$ cat src/rtl/uart_text_buffer.sv
// rtl/uart_text_buffer.sv - 8N1 UART receiver feeding a ROWS x COLS terminal character buffer
module uart_text_buffer #(
  parameter int CLK_HZ = 27000000,
  parameter int BAUD   = 115200,
  parameter int COLS   = 16,
  parameter int ROWS   = 4,
  localparam int AW    = $clog2(ROWS * COLS)
) (
  input  logic          clk,
  input  logic          reset,
  input  logic          uartRx,
  input  logic [AW-1:0] charAddress,
  output logic [7:0]    charOutput,
  output logic          byteValid,
  output logic [7:0]    lastByte,
  output logic          rxError
);

  localparam int BIT_CYC = CLK_HZ / BAUD;
  localparam int HALF    = BIT_CYC / 2;
  localparam int DEPTH   = ROWS * COLS;
  localparam int CW      = $clog2(BIT_CYC + 1);

  typedef enum logic [1:0] {RX_IDLE, RX_START, RX_DATA, RX_STOP} rx_state_t;
  typedef enum logic [1:0] {CLR_IDLE, CLR_ROW, CLR_ALL} clr_state_t;

  logic            r_rx_meta, r_rx_sync, r_rx_prev;
  rx_state_t       r_rx_state, w_rx_next;
  logic [CW-1:0]   r_cnt;
  logic [2:0]      r_bit;
  logic [7:0]      r_shift;
  logic            r_byte_valid, r_rx_error;
  logic [7:0]      r_last_byte;
  logic            w_set_valid, w_set_err, w_fall, w_half_done, w_bit_done;

  clr_state_t      r_clr_state, w_clr_next;
  logic [AW-1:0]   r_clr_cnt, r_clr_base;
  logic [AW-1:0]   r_wr_ptr;
  logic [7:0]      r_mem [0:DEPTH-1];
  logic [7:0]      r_char_out;

  logic            w_printable, w_cr, w_lf, w_ff, w_row_go;
  logic            w_byte_we, w_clr_we, w_clr_last, w_we;
  logic [AW-1:0]   w_waddr, w_row_start, w_next_row, w_ptr_inc;
  logic [7:0]      w_wdata;

  assign charOutput = r_char_out;
  assign byteValid  = r_byte_valid;
  assign lastByte   = r_last_byte;
  assign rxError    = r_rx_error;

  always_ff @(posedge clk or posedge reset) begin
    if (reset) begin
      r_rx_meta <= 1'b1;
      r_rx_sync <= 1'b1;
      r_rx_prev <= 1'b1;
    end else begin
      r_rx_meta <= uartRx;
      r_rx_sync <= r_rx_meta;
      r_rx_prev <= r_rx_sync;
    end
  end

  // A start needs a falling level, so a low line after a bad stop bit is not re-armed.
  assign w_fall      = r_rx_prev & ~r_rx_sync;
  assign w_half_done = (r_cnt == CW'(HALF - 1));
  assign w_bit_done  = (r_cnt == CW'(BIT_CYC - 1));

  always_comb begin
    w_rx_next   = r_rx_state;
    w_set_valid = 1'b0;
    w_set_err   = 1'b0;
    case (r_rx_state)
      RX_IDLE:  if (w_fall) w_rx_next = RX_START;
      RX_START: if (w_half_done) begin
                  if (!r_rx_sync) w_rx_next = RX_DATA;
                  else begin
                    w_rx_next = RX_IDLE;
                    w_set_err = 1'b1;
                  end
                end
      RX_DATA:  if (w_bit_done && r_bit == 3'd7) w_rx_next = RX_STOP;
      RX_STOP:  if (w_bit_done) begin
                  w_rx_next   = RX_IDLE;
                  w_set_valid = r_rx_sync;
                  w_set_err   = ~r_rx_sync;
                end
      default:  w_rx_next = RX_IDLE;
    endcase
  end

  always_ff @(posedge clk or posedge reset) begin
    if (reset) begin
      r_rx_state   <= RX_IDLE;
      r_cnt        <= '0;
      r_bit        <= '0;
      r_shift      <= '0;
      r_byte_valid <= 1'b0;
      r_rx_error   <= 1'b0;
      r_last_byte  <= 8'h00;
    end else begin
      r_rx_state   <= w_rx_next;
      r_byte_valid <= w_set_valid;
      r_rx_error   <= w_set_err;
      if (w_set_valid) r_last_byte <= r_shift;
      if (w_rx_next != r_rx_state) r_cnt <= '0;
      else if (r_rx_state == RX_DATA && w_bit_done) r_cnt <= '0;
      else if (r_rx_state != RX_IDLE) r_cnt <= r_cnt + CW'(1);
      if (r_rx_state == RX_START) r_bit <= '0;
      else if (r_rx_state == RX_DATA && w_bit_done) begin
        r_bit   <= r_bit + 3'd1;
        r_shift <= {r_rx_sync, r_shift[7:1]};
      end
    end
  end

  // Received bytes are acted on in the cycle byteValid is high, using the held lastByte.
  assign w_printable = (r_last_byte >= 8'h20) && (r_last_byte <= 8'h7E);
  assign w_cr        = r_byte_valid && (r_last_byte == 8'h0D);
  assign w_lf        = r_byte_valid && (r_last_byte == 8'h0A);
  assign w_ff        = r_byte_valid && (r_last_byte == 8'h0C);
  assign w_row_go    = w_lf && (r_clr_state != CLR_ALL);
  assign w_row_start = AW'((int'(r_wr_ptr) / COLS) * COLS);
  assign w_next_row  = AW'(((int'(r_wr_ptr) / COLS) + 1 >= ROWS) ? 0
                           : ((int'(r_wr_ptr) / COLS) + 1) * COLS);
  assign w_ptr_inc   = (r_wr_ptr == AW'(DEPTH - 1)) ? '0 : r_wr_ptr + AW'(1);

  // Byte writes win the single write port; the clear simply stalls for that cycle.
  assign w_byte_we  = r_byte_valid && w_printable;
  assign w_clr_we   = (r_clr_state != CLR_IDLE) && !w_byte_we;
  assign w_clr_last = ((r_clr_state == CLR_ROW) && (r_clr_cnt == AW'(COLS - 1))) ||
                      ((r_clr_state == CLR_ALL) && (r_clr_cnt == AW'(DEPTH - 1)));
  assign w_we       = w_byte_we || w_clr_we;
  assign w_waddr    = w_byte_we ? r_wr_ptr
                    : (r_clr_state == CLR_ROW) ? r_clr_base + r_clr_cnt : r_clr_cnt;
  assign w_wdata    = w_byte_we ? r_last_byte : 8'h20;

  always_comb begin
    w_clr_next = r_clr_state;
    if (w_ff) w_clr_next = CLR_ALL;
    else if (w_row_go) w_clr_next = CLR_ROW;
    else if (w_clr_we && w_clr_last) w_clr_next = CLR_IDLE;
  end

  always_ff @(posedge clk or posedge reset) begin
    if (reset) begin
      r_clr_state <= CLR_ALL;
      r_clr_cnt   <= '0;
      r_clr_base  <= '0;
      r_wr_ptr    <= '0;
    end else begin
      r_clr_state <= w_clr_next;
      if (w_ff) r_clr_cnt <= '0;
      else if (w_row_go) begin
        r_clr_cnt  <= '0;
        r_clr_base <= w_next_row;
      end else if (w_clr_we) r_clr_cnt <= w_clr_last ? '0 : r_clr_cnt + AW'(1);
      if (w_byte_we) r_wr_ptr <= w_ptr_inc;
      else if (w_cr) r_wr_ptr <= w_row_start;
      else if (w_lf) r_wr_ptr <= w_next_row;
      else if (w_ff) r_wr_ptr <= '0;
    end
  end

  always_ff @(posedge clk) begin
    if (w_we) r_mem[w_waddr] <= w_wdata;
  end

  always_ff @(posedge clk or posedge reset) begin
    if (reset) r_char_out <= 8'h20;
    else r_char_out <= (r_clr_state == CLR_ALL) ? 8'h20 : r_mem[charAddress];
  end

endmodule

$ cat config.mk
export PLATFORM = sky130hd
export DESIGN_NAME = uart_text_buffer
export DESIGN_NICKNAME = d
export VERILOG_FILES = /design/src/rtl/uart_text_buffer.sv
export SDC_FILE = /design/constraint.sdc
export NUM_CORES = 1
export LEC_CHECK = 0
export ABC_AREA = 0
export CAP_MARGIN = 0
export CELL_PAD_IN_SITES_DETAIL_PLACEMENT = 2
export CELL_PAD_IN_SITES_GLOBAL_PLACEMENT = 2
export CORE_ASPECT_RATIO = 0.5
export CORE_MARGIN = 3
export CORE_UTILIZATION = 49
export DETAILED_ROUTE_END_ITERATION = 8
export GPL_ROUTABILITY_DRIVEN = 0
export HOLD_SLACK_MARGIN = 0.15
export PLACE_DENSITY = 0.8
export SYNTH_ARGS = -nofsm -noshare
export SYNTH_HDL_FRONTEND = slang
export SYNTH_SLANG_ARGS = --single-unit
$ cat constraint.sdc
create_clock -name clk -period 4.1 [get_ports clk]
set_input_delay 0.82 -clock clk [delete_from_list [all_inputs] [get_ports clk]]
set_output_delay 0.82 -clock clk [all_outputs]
set_load 0.03 [all_outputs]
# Word-level counts from Yosys, hierarchy flattened
# Memories as Yosys holds them, arrays and structs flattened.
# Index checks and enable logic that the tools add are counted.
totals:
  register_bits: 62
  ram_bits: 512
  in_bits: 9
  memories: 1
op_classes:
  add_sub_neg: 6
  n_lt_le_gt_ge: 3
  eq_ne: 17
  n_mux: 36
  bitwise: 4
  reduce_logical: 27
mem_list:
  columns: ["name", "words", "word_bits", "read_ports", "rd_ports_with_merged_regs", "wr", "line_no", "source"]
  rows:
  - ["r_mem", 64, 8, 1, 0, 1, "39", "logic [7:0] r_mem [0:DEPTH-1];"]
ops:
  columns: ["cell", "count"]
  rows:
  - ["two-way mux 6 bit", 12]
  - ["two-way mux 8 bit", 5]
  - ["equality test 8 x 4 -> 1 bit (second input constant)", 3]
  - ["two-way mux 2 bit", 8]
  - ["adder 6 x 1 -> 6 bit (second input constant)", 2]
  - ["equality test 6 bit (second input constant)", 2]
  - ["logical AND 1 bit", 12]
  - ["nonzero test 3 bit", 4]
  - ["adder 8 x 1 -> 8 bit (second input constant)", 1]
  - ["equality test 8 x 7 -> 1 bit (second input constant)", 1]
  - ["equality test 8 bit (second input constant)", 1]
  - [">= comparator 8 x 6 -> 1 bit (second input constant)", 1]
  - ["<= comparator 8 x 7 -> 1 bit (second input constant)", 1]
  - ["one-hot mux 2 bit (4 select lines)", 1]
  - ["two-way mux 1 bit", 7]
  - ["adder 6 bit", 1]
  - ["equality test 2 bit (second input constant)", 3]
  - ["equality test 6 x 4 -> 1 bit (second input constant)", 1]
  - ["two-way mux 3 bit", 2]
  - ["AND reduction 2 bit", 3]
  - ["nonzero test 2 bit", 3]
  - ["equality test 2 x 1 -> 1 bit (second input constant)", 2]
  - ["nonzero test 4 bit", 1]
  - ["adder 2 x 1 -> 3 bit (second input constant)", 1]
  - ["other kinds (12)", 15]

# Depth between registers and ports, before layout
# Gate-level depths: netlist (run 1).
logic_depth:
  ltp_word: 9
  ltp_mapped: 10
  mapped_depth_nobuf: 7

# Worst setup path before layout (run 1)
# Ideal clock, no wire load.
synth_timing:
  path_type: "register to register"
  startpoint: "register r_last_byte[2], in the netlist lastByte[2]"
  endpoint: "memory r_mem[0][0], data pin"
  arrival_time_ns: 2.645
  required_ns: 3.733
  slack_ns: 1.087
  path_stages_with_launch: 6
  path_buffers: 2
  period_less_slack_ns: 3.013
  path_cell_list: "dfrtp_1 -> and3_1 -> a211oi_1 -> clkbuf_1 -> clkbuf_1 -> and2_1"
synth_via:
  elab_chain_len: 4
  elab_cells_between_ends: 5
synth_lines:
  columns: ["element", "line_no", "source"]
  rows:
  - ["from (decl)", "33", "logic [7:0] r_last_byte;"]
  - ["from (signal assigned)", "105", "if (w_set_valid) r_last_byte <= r_shift;"]
  - [">= comparator 8 x 6 -> 1 bit or <= comparator 8 x 7 -> 1 bit (tied branches)", "118", "assign w_printable = (r_last_byte >= 8'h20) && (r_last_byte <= 8'h7E);"]
  - ["logical AND 1 bit (*)", "118", null]
  - ["logical AND 1 bit (*)", "129", "assign w_byte_we = r_byte_valid && w_printable;"]
  - ["two-way mux 8 bit (*)", "136", "assign w_wdata = w_byte_we ? r_last_byte : 8'h20;"]
  - ["net w_wdata[0]", "45", "logic [7:0] w_wdata;"]
  - ["to (decl)", "39", null]
# The timed path passes the listed nets; every way through them passes the cells marked *.

# Worst setup path in the final report (run 1)
layout_timing:
  startpoint: "register r_last_byte[5], in the netlist lastByte[5]"
  endpoint: "memory r_mem[40][4] (enable)"
layout_via:
  elab_chain_len: 8
  elab_cells_between_ends: 10
layout_lines:
  columns: ["element", "line_no", "source"]
  rows:
  - [">= comparator 8 x 6 -> 1 bit or <= comparator 8 x 7 -> 1 bit (tied branches)", "118", null]
  - ["logical AND 1 bit (*)", "118", null]
  - ["logical AND 1 bit (*)", "129", null]
  - ["logical NOT 1 bit", "130", "assign w_clr_we = (r_clr_state != CLR_IDLE) && !w_byte_we;"]
  - ["logical AND 1 bit", "130", null]
  - ["logical OR 1 bit", "133", "assign w_we = w_byte_we || w_clr_we;"]
  - ["two-way mux 1 bit", "166", "if (w_we) r_mem[w_waddr] <= w_wdata;"]
  - ["two-way mux 1 bit (not written as such)", "166", null]
# Every way passes the cells marked *; elsewhere a longest branch is shown, timed or not.

==> results of run 1 <==
## sequential cells by signal, indices dropped and copies added (netlist names)
register / count
r_rx_state: 2
r_rx_prev: 1
lastByte: 8
byteValid: 1
r_shift: 8
r_clr_state: 2
r_mem: 512
r_bit: 3
r_wr_ptr: 6
r_rx_meta: 1
r_clr_base: 2
r_cnt: 8
r_rx_sync: 1
charOutput: 8
rxError: 1
r_clr_cnt: 6
## layer usage
metal	vias to the layer above	GRT usage	routed length, um
li1	5002	-	-
met2	891	0.534	37800
met3	206	0.111	8660
met1	7232	0.447	31900
met5	-	0	78
met4	12	0.121	3320
## final cells by class
| class | instances | area share |
|---|---|---|
| clock buffer | 80 | 0.0574 |
| sequential | 570 | 0.645 |
| tap | 627 | 0.0301 |
| multi-input combinational | 588 | 0.226 |
| antenna | 4 | 0.000384 |
| timing repair buffer | 112 | 0.0370 |
| clock inverter | 13 | 0.00216 |
| inverter | 12 | 0.00173 |
## placed cells by master (no fill, tap or decap), types with 4 or more instances in the layout
cell / n
a221oi_1: 7
a22oi_1: 4
clkinv_1: 10
xor2_1: 4
and2_2: 4
nor2_1: 93
dfrtp_1: 53
diode_2: 4
edfxtp_1: 512
nand3_1: 15
nor3_1: 7
clkdlybuf4s50_1: 23
o22ai_1: 4
clkbuf_1: 21
dfstp_2: 5
inv_1: 10
mux2i_1: 39
a21oi_1: 11
or3_1: 6
buf_12: 5
xnor2_1: 5
clkbuf_16: 54
o21ai_0: 19
mux2_2: 22
ha_1: 9
a211oi_1: 6
mux4_1: 8
nand2_1: 43
clkbuf_8: 5
nand3b_1: 5
buf_4: 81
a31oi_1: 5
mux4_2: 132
conb_1: 64
nor2b_1: 11
and3_1: 4
nand2b_1: 10
## power breakdown
group / switching, W / internal (W)
Clock: 0.00236 / 0.00251
Sequential: 0.0000525 / 0.00628
Combinational: 0.000261 / 0.000156
## worst reg2reg max path: cells and delay by family (launching register included)
kind	cells	cell delay, ns
and+or+nand+nor	3	1.57
buffers and inverters	1	0.30
DFF	1	0.48
muxes	1	0.89
AOI/OAI and AO/OA	1	0.58
## synth_stat cells, types with 3 or more instances
cell type | number | share of area
o21a_1 | 3 | 0.00099
mux2_2 | 22 | 0.011
inv_1 | 11 | 0.0018
a21oi_1 | 11 | 0.0024
nand2b_1 | 10 | 0.0027
xor2_1 | 4 | 0.0015
and2_1 | 6 | 0.0016
nor2b_1 | 11 | 0.0030
dfrtp_1 | 53 | 0.058
xnor2_1 | 5 | 0.0019
nand2_1 | 43 | 0.0071
ha_1 | 9 | 0.0049
and3_1 | 4 | 0.0011
nand3b_1 | 5 | 0.0016
or3_1 | 6 | 0.0016
o2111ai_1 | 3 | 0.0012
dfstp_2 | 5 | 0.0058
nor2_1 | 93 | 0.015
nor3_1 | 7 | 0.0015
or2_2 | 3 | 0.00082
buf_2 | 18 | 0.0039
buf_1 | 6 | 0.00099
o22ai_1 | 4 | 0.0011
o211ai_1 | 3 | 0.00099
edfxtp_1 | 512 | 0.67
mux4_1 | 8 | 0.0092
nand3_1 | 15 | 0.0033
mux2i_1 | 39 | 0.017
a31oi_1 | 6 | 0.0016
nand4_1 | 3 | 0.00082
a2111oi_0 | 3 | 0.0012
a311oi_1 | 3 | 0.0012
o21ai_0 | 19 | 0.0042
a211oi_1 | 7 | 0.0023
a221oi_1 | 7 | 0.0027
a22oi_1 | 4 | 0.0013
nor3b_1 | 3 | 0.00099
buf_4 | 10 | 0.0033
mux4_2 | 132 | 0.13
clkbuf_1 | 17 | 0.0028
## cell families after synthesis
logic type,Yosys count,synth area share
AOI/OAI and AO/OA,85,0.0254
xor gates and xnor gates,9,0.00346
adders and majority gates,9,0.00494
buffers and inverters,66,0.0149
DFF,570,0.738
muxes,201,0.167
other,1,0.000164
and+or+nand+nor,220,0.0459
## through the flow
step	instance area [um2]	total power, W
2_1_floorplan	23000	0.00670
3_3_place_gp	24500	0.00682
3_5_place_dp	24500	0.00685
4_1_cts	26100	0.0116
5_1_grt	26100	0.0119
6_report	26100	0.0116
## worst paths after layout
kind,cells past startpoint,start,end
max,6,lastByte[5],r_mem[40][4]
min,0,r_rx_meta,r_rx_sync
max reg2reg,6,lastByte[5],r_mem[40][4]
min reg2reg,0,r_rx_meta,r_rx_sync
max in group asynchronous,3,reset,charOutput[5]
min in group asynchronous,2,reset,r_shift[5]
==> impl_metrics.ini, run 1 <==
[detailed_routing]
drc = 0
post_drt_via_cell_ratio = 6.65
drtIter0Drc = 2012
vias = 13300
wire_per_inst_um = 40.8
dr.pass1.iters = 6
ant_nets = 0
routed_wl_um = 81800

[cells_and_area]
final_net_count = 1353
multi_input_area_mm2 = 0.00590
nFillCells = 3860
register_area_mm2 = 0.0168
final_cells = 2006
final_util = 0.573
layout-drive-gt1-share = 0.238
areaGrowthSynthToFinish_pct = 14.4

[clock_network]
ctsLongestPathBuffers = 3
htree_levels = 2
path_clk_slew_ns = 0.08
cts_resized = 1
root_buffer = clkbuf_16
cts_made_buffers = 51
clkSinkCount = 570
clk_latency_ns = 0.62
cts_hold_buffers = 0
post_cts.repair.setup_buffers = 0
cts_tree = built

[worst_setup_path]
crit_family = simple AND/OR/NAND/NOR gates
crit_required_ns = 4.38
critPathSlowestCell = mux2i_1
startpoint_type = flop
crit_chain = and4_1, a211o_1, mux2i_1, nand3_1, nor2_1, buf_4
worstPathArrival_ns = 4.44
crit_fanout = 13
cp-end-kind = flop
criticalPathCategory = flop to flop
rrSetupSlack_ns = -0.06
cpPeakStageDelay_ns = 0.89
path_buf_inv = 1

[synth]
netlist_instances = 1161
yosys_warnings = 0
ys_seq_area_frac = 0.738
synth.distinct_cells = 62
ys_seq_elements = 570
synth_edf_count = 512
synthesis.area_mm2 = 0.0228
ys_async_sr_fraction = 0.102
avgSynthCellArea_um2 = 19.6
synth_ff_type = edfxtp_1

[timing]
layout_min_cycle_time_ns = 4.16
finClkSkew_ns = 0.0439
hold_violations = 0
rsz0062_at_grt = false
setup-tns-final_ns = -0.263
fmax_mhz = 241
finalCritPeriodShare = 1.01
setup_ws_ns = -0.0551
holdWs_ns = 0.361
slew_headroom = 0.225
setup_viol = 9
tightest_slew_ns = 1.16
drv_slew = 0

[placement]
port_buffers = 26
detailed_place_hpwl_um = 48300
pre_cts_ws_ns = 0.0193
dp.cells = 1909

[grt]
grt_start_max_net_pins = 65
track_usage = 0.338
grt-ovfl-total = 0
antenna_found_initial = 10
grt_pass1_vias = 14000
grt_pass1_wl_um = 115000

[run]
drv_cap = 0

[die]
core_region_area_mm2 = 0.0456
dieWidth_um = 311
start_util = 0.501
die_h_um = 159
ios = 27
rows = 55
die-area_mm2 = 0.0493

[outcome]
violations = negative setup slack
status = finished with violations

[worst_hold_path]
min_path_type = flop to flop

[power]
peakVddDrop_mv = 0.300
p_leak_nw = 7.94
p_per_area_mw_per_mm2 = 445
Note: power is estimated with default switching activity, not from simulation.
==> run 2, diff against run 1 <==
- ABC_CLOCK_PERIOD_IN_PS: default -> 4100
- CORE_UTILIZATION: 49 -> 50
- DONT_BUFFER_PORTS: default -> 1
==> impl_metrics.ini, run 2 <==
[synth]
synthTopCellsByCount = 512 x edfxtp_1, 132 x mux4_2, 93 x nor2_1, 53 x dfrtp_1, 43 x nand2_1
synth_ff_type = edfxtp_1
ys_seq_elements = 570
avgSynthCellArea_um2 = 19.6
ys_seq_area_frac = 0.738
netlist_instances = 1161
synthesis.area_mm2 = 0.0228
synth.distinct_cells = 62
yosys_warnings = 0
synth_top_area_cell = edfxtp_1
yosysMostFrequentCell = edfxtp_1
synth_edf_count = 512
synth_area_leaders = edfxtp_1 67%, mux4_2 13%, dfrtp_1 5.8%
synth_top_cell_area_share = 0.674
ys_async_sr_fraction = 0.102

[placement]
port_buffers = 0
detailed_place_hpwl_um = 47900

[outcome]
lastStage = detailed placement
status = aborted with a tool error
error_line = [ERROR DPL-0033] detailed placement checks failed during check placement.

[die]
ios = 27
start_util = 0.515
rows = 54
die_h_um = 157
dieWidth_um = 308
==> run 2: cell counts after synthesis <==
No cell type changed its count.
==> run 2: through the flow <==
stage             cell area, um2  std cells
floorplan                  23000       1224
global placement           24000       1814
==> run 2: kinds of logic after synthesis <==
logic type	synth area share
compound gates	0.0254
xor+xnor	0.00346
fa+ha+maj	0.00494
buf+inv	0.0149
flops	0.738
mux	0.167
other cells	0.000164
simple gates	0.0459
==> run 3, diff against run 2 <==
- CELL_PAD_IN_SITES_DETAIL_PLACEMENT: 2 -> default
- CELL_PAD_IN_SITES_GLOBAL_PLACEMENT: 2 -> default
- CORE_ASPECT_RATIO: 0.5 -> default
- CORE_UTILIZATION: 50 -> 40
- HOLD_SLACK_MARGIN: 0.15 -> default
- PLACE_DENSITY: 0.8 -> default
- PLACE_DENSITY_LB_ADDON: default -> 0.15
==> impl_metrics.ini, run 3 (same netlist as run 1, synthesis figures left out) <==
[clock_network]
root_buffer = clkbuf_16
post_cts.repair.setup_buffers = 0
cts_tree = built
clkSinkCount = 570
cts_hold_buffers = 0
htree_levels = 2
clk_latency_ns = 0.62
ctsLongestPathBuffers = 3
cts_made_buffers = 58
cts_resized = 0
path_clk_slew_ns = 0.06

[cells_and_area]
largest_register = r_mem
largest_reg_flops = 512
diodes = 0
areaGrowthSynthToFinish_pct = 14.4
layout-drive-gt1-share = 0.240
final_net_count = 1300
final_util = 0.468
fin_area_mm2 = 0.0261
final_common_cell = edfxtp_1
layout_common_cells = 512 x edfxtp_1, 132 x mux4_2, 93 x nor2_1

[worst_setup_path]
worstReg2RegEnd = r_mem[31][7]
worstPathArrival_ns = 3.73
crit_family = simple AND/OR/NAND/NOR gates
cpPeakStageDelay_ns = 0.67
startpoint_type = flop
reg2reg_depth = 5
crit_chain = and4_1, a2111oi_0, a31oi_1, or3_1, nor2_1
cp-end-kind = flop
r2r_start = lastByte[6]
rrSetupSlack_ns = 0.60
crit_fanout = 8
path_buf_inv = 0
critPathSlowestCell = or3_1
criticalPathCategory = flop to flop
crit_required_ns = 4.33

[die]
ios = 27
die_h_um = 245
die-area_mm2 = 0.0599
rows = 86
start_util = 0.409
core_region_area_mm2 = 0.0557
dieWidth_um = 245

[grt]
grt_pass1_wl_um = 79800
grt-ovfl-total = 0
grt_start_max_net_pins = 126
grt_pass1_vias = 11700
antenna_found_initial = 1
track_usage = 0.182

[timing]
drv_slew = 0
setup-tns-final_ns = 0
slew_headroom = 0.386
rsz0062_at_grt = false
setup_viol = 0
finClkSkew_ns = 0.0270
fmax_mhz = 286
layout_min_cycle_time_ns = 3.50
tightest_slew_ns = 0.920
finalCritPeriodShare = 0.854
hold_violations = 0

[detailed_routing]
vias = 11200
ant_nets = 0
drc = 0
wire_per_inst_um = 25.6
drtIter0Drc = 1011
routed_wl_um = 53200
post_drt_via_cell_ratio = 5.37
dr.pass1.iters = 5

[power]
p_leak_nw = 7.87
p_per_area_mw_per_mm2 = 462
p_total_w = 0.0121
peakVddDrop_mv = 0.420

[worst_hold_path]
min_path_type = input port to asynchronous set/reset pin

[placement]
port_buffers = 0
placed_area_mm2 = 0.0241
detailed_place_hpwl_um = 31900

[run]
drv_cap = 0

[outcome]
status = completed
run 3: area by class of cell:
| type | instances | area (um2) |
|---|---|---|
| Clock buffer | 68 | 1520 |
| Clock inverter | 40 | 468 |
| Timing Repair Buffer | 52 | 403 |
| Inverter | 12 | 45.0 |
| Fill cell | 4752 | 29600 |
| Sequential cell | 570 | 16800 |
| Multi-Input combinational cell | 588 | 5900 |
| Tap cell | 748 | 936 |
run 3: stage by stage:
stage          setup slack, ns  hold slack, ns  instances
2_1_floorplan             1.09           0.345       1224
3_3_place_gp             0.486           0.348       1969
3_5_place_dp             0.566           0.348       1970
4_1_cts                  0.527           0.101       2078
5_1_grt                  0.361           0.121       2078
6_report                 0.600           0.129       2078
run 3: where the power goes:
group          switching, W  internal [W]
clock network       0.00222       0.00328
logic              0.000106      0.000118
registers         0.0000523       0.00628
run 3: worst register-to-register path: stages (launching register included):
cell       delay [ns]
dfrtp_1          0.54
and4_1           0.33
a2111oi_0        0.64
a31oi_1          0.28
or3_1            0.67
nor2_1           0.65
run 3: worst max-delay path by stage:
stage	from	endpoint	slack (ns)	depth (start not counted)
6_report	lastByte[6]	r_mem[31][7]	0.60	5
5_1_grt	lastByte[6]	r_mem[31][0]	0.36	5
4_1_cts	lastByte[6]	r_mem[31][0]	0.53	5
3_5_place_dp	lastByte[6]	r_mem[31][0]	0.57	5
3_3_place_gp	lastByte[7]	r_mem[40][3]	0.49	6
2_1_floorplan	lastByte[2]	r_mem[0][0]	1.09	5
run 3: routing by layer:
layer	global-route usage	wire length, um	vias to the layer above
met5	0	0	-
met4	0.0516	1390	0
met3	0.0462	3710	81
met2	0.284	25000	318
met1	0.256	23100	5837
li1	-	-	4915
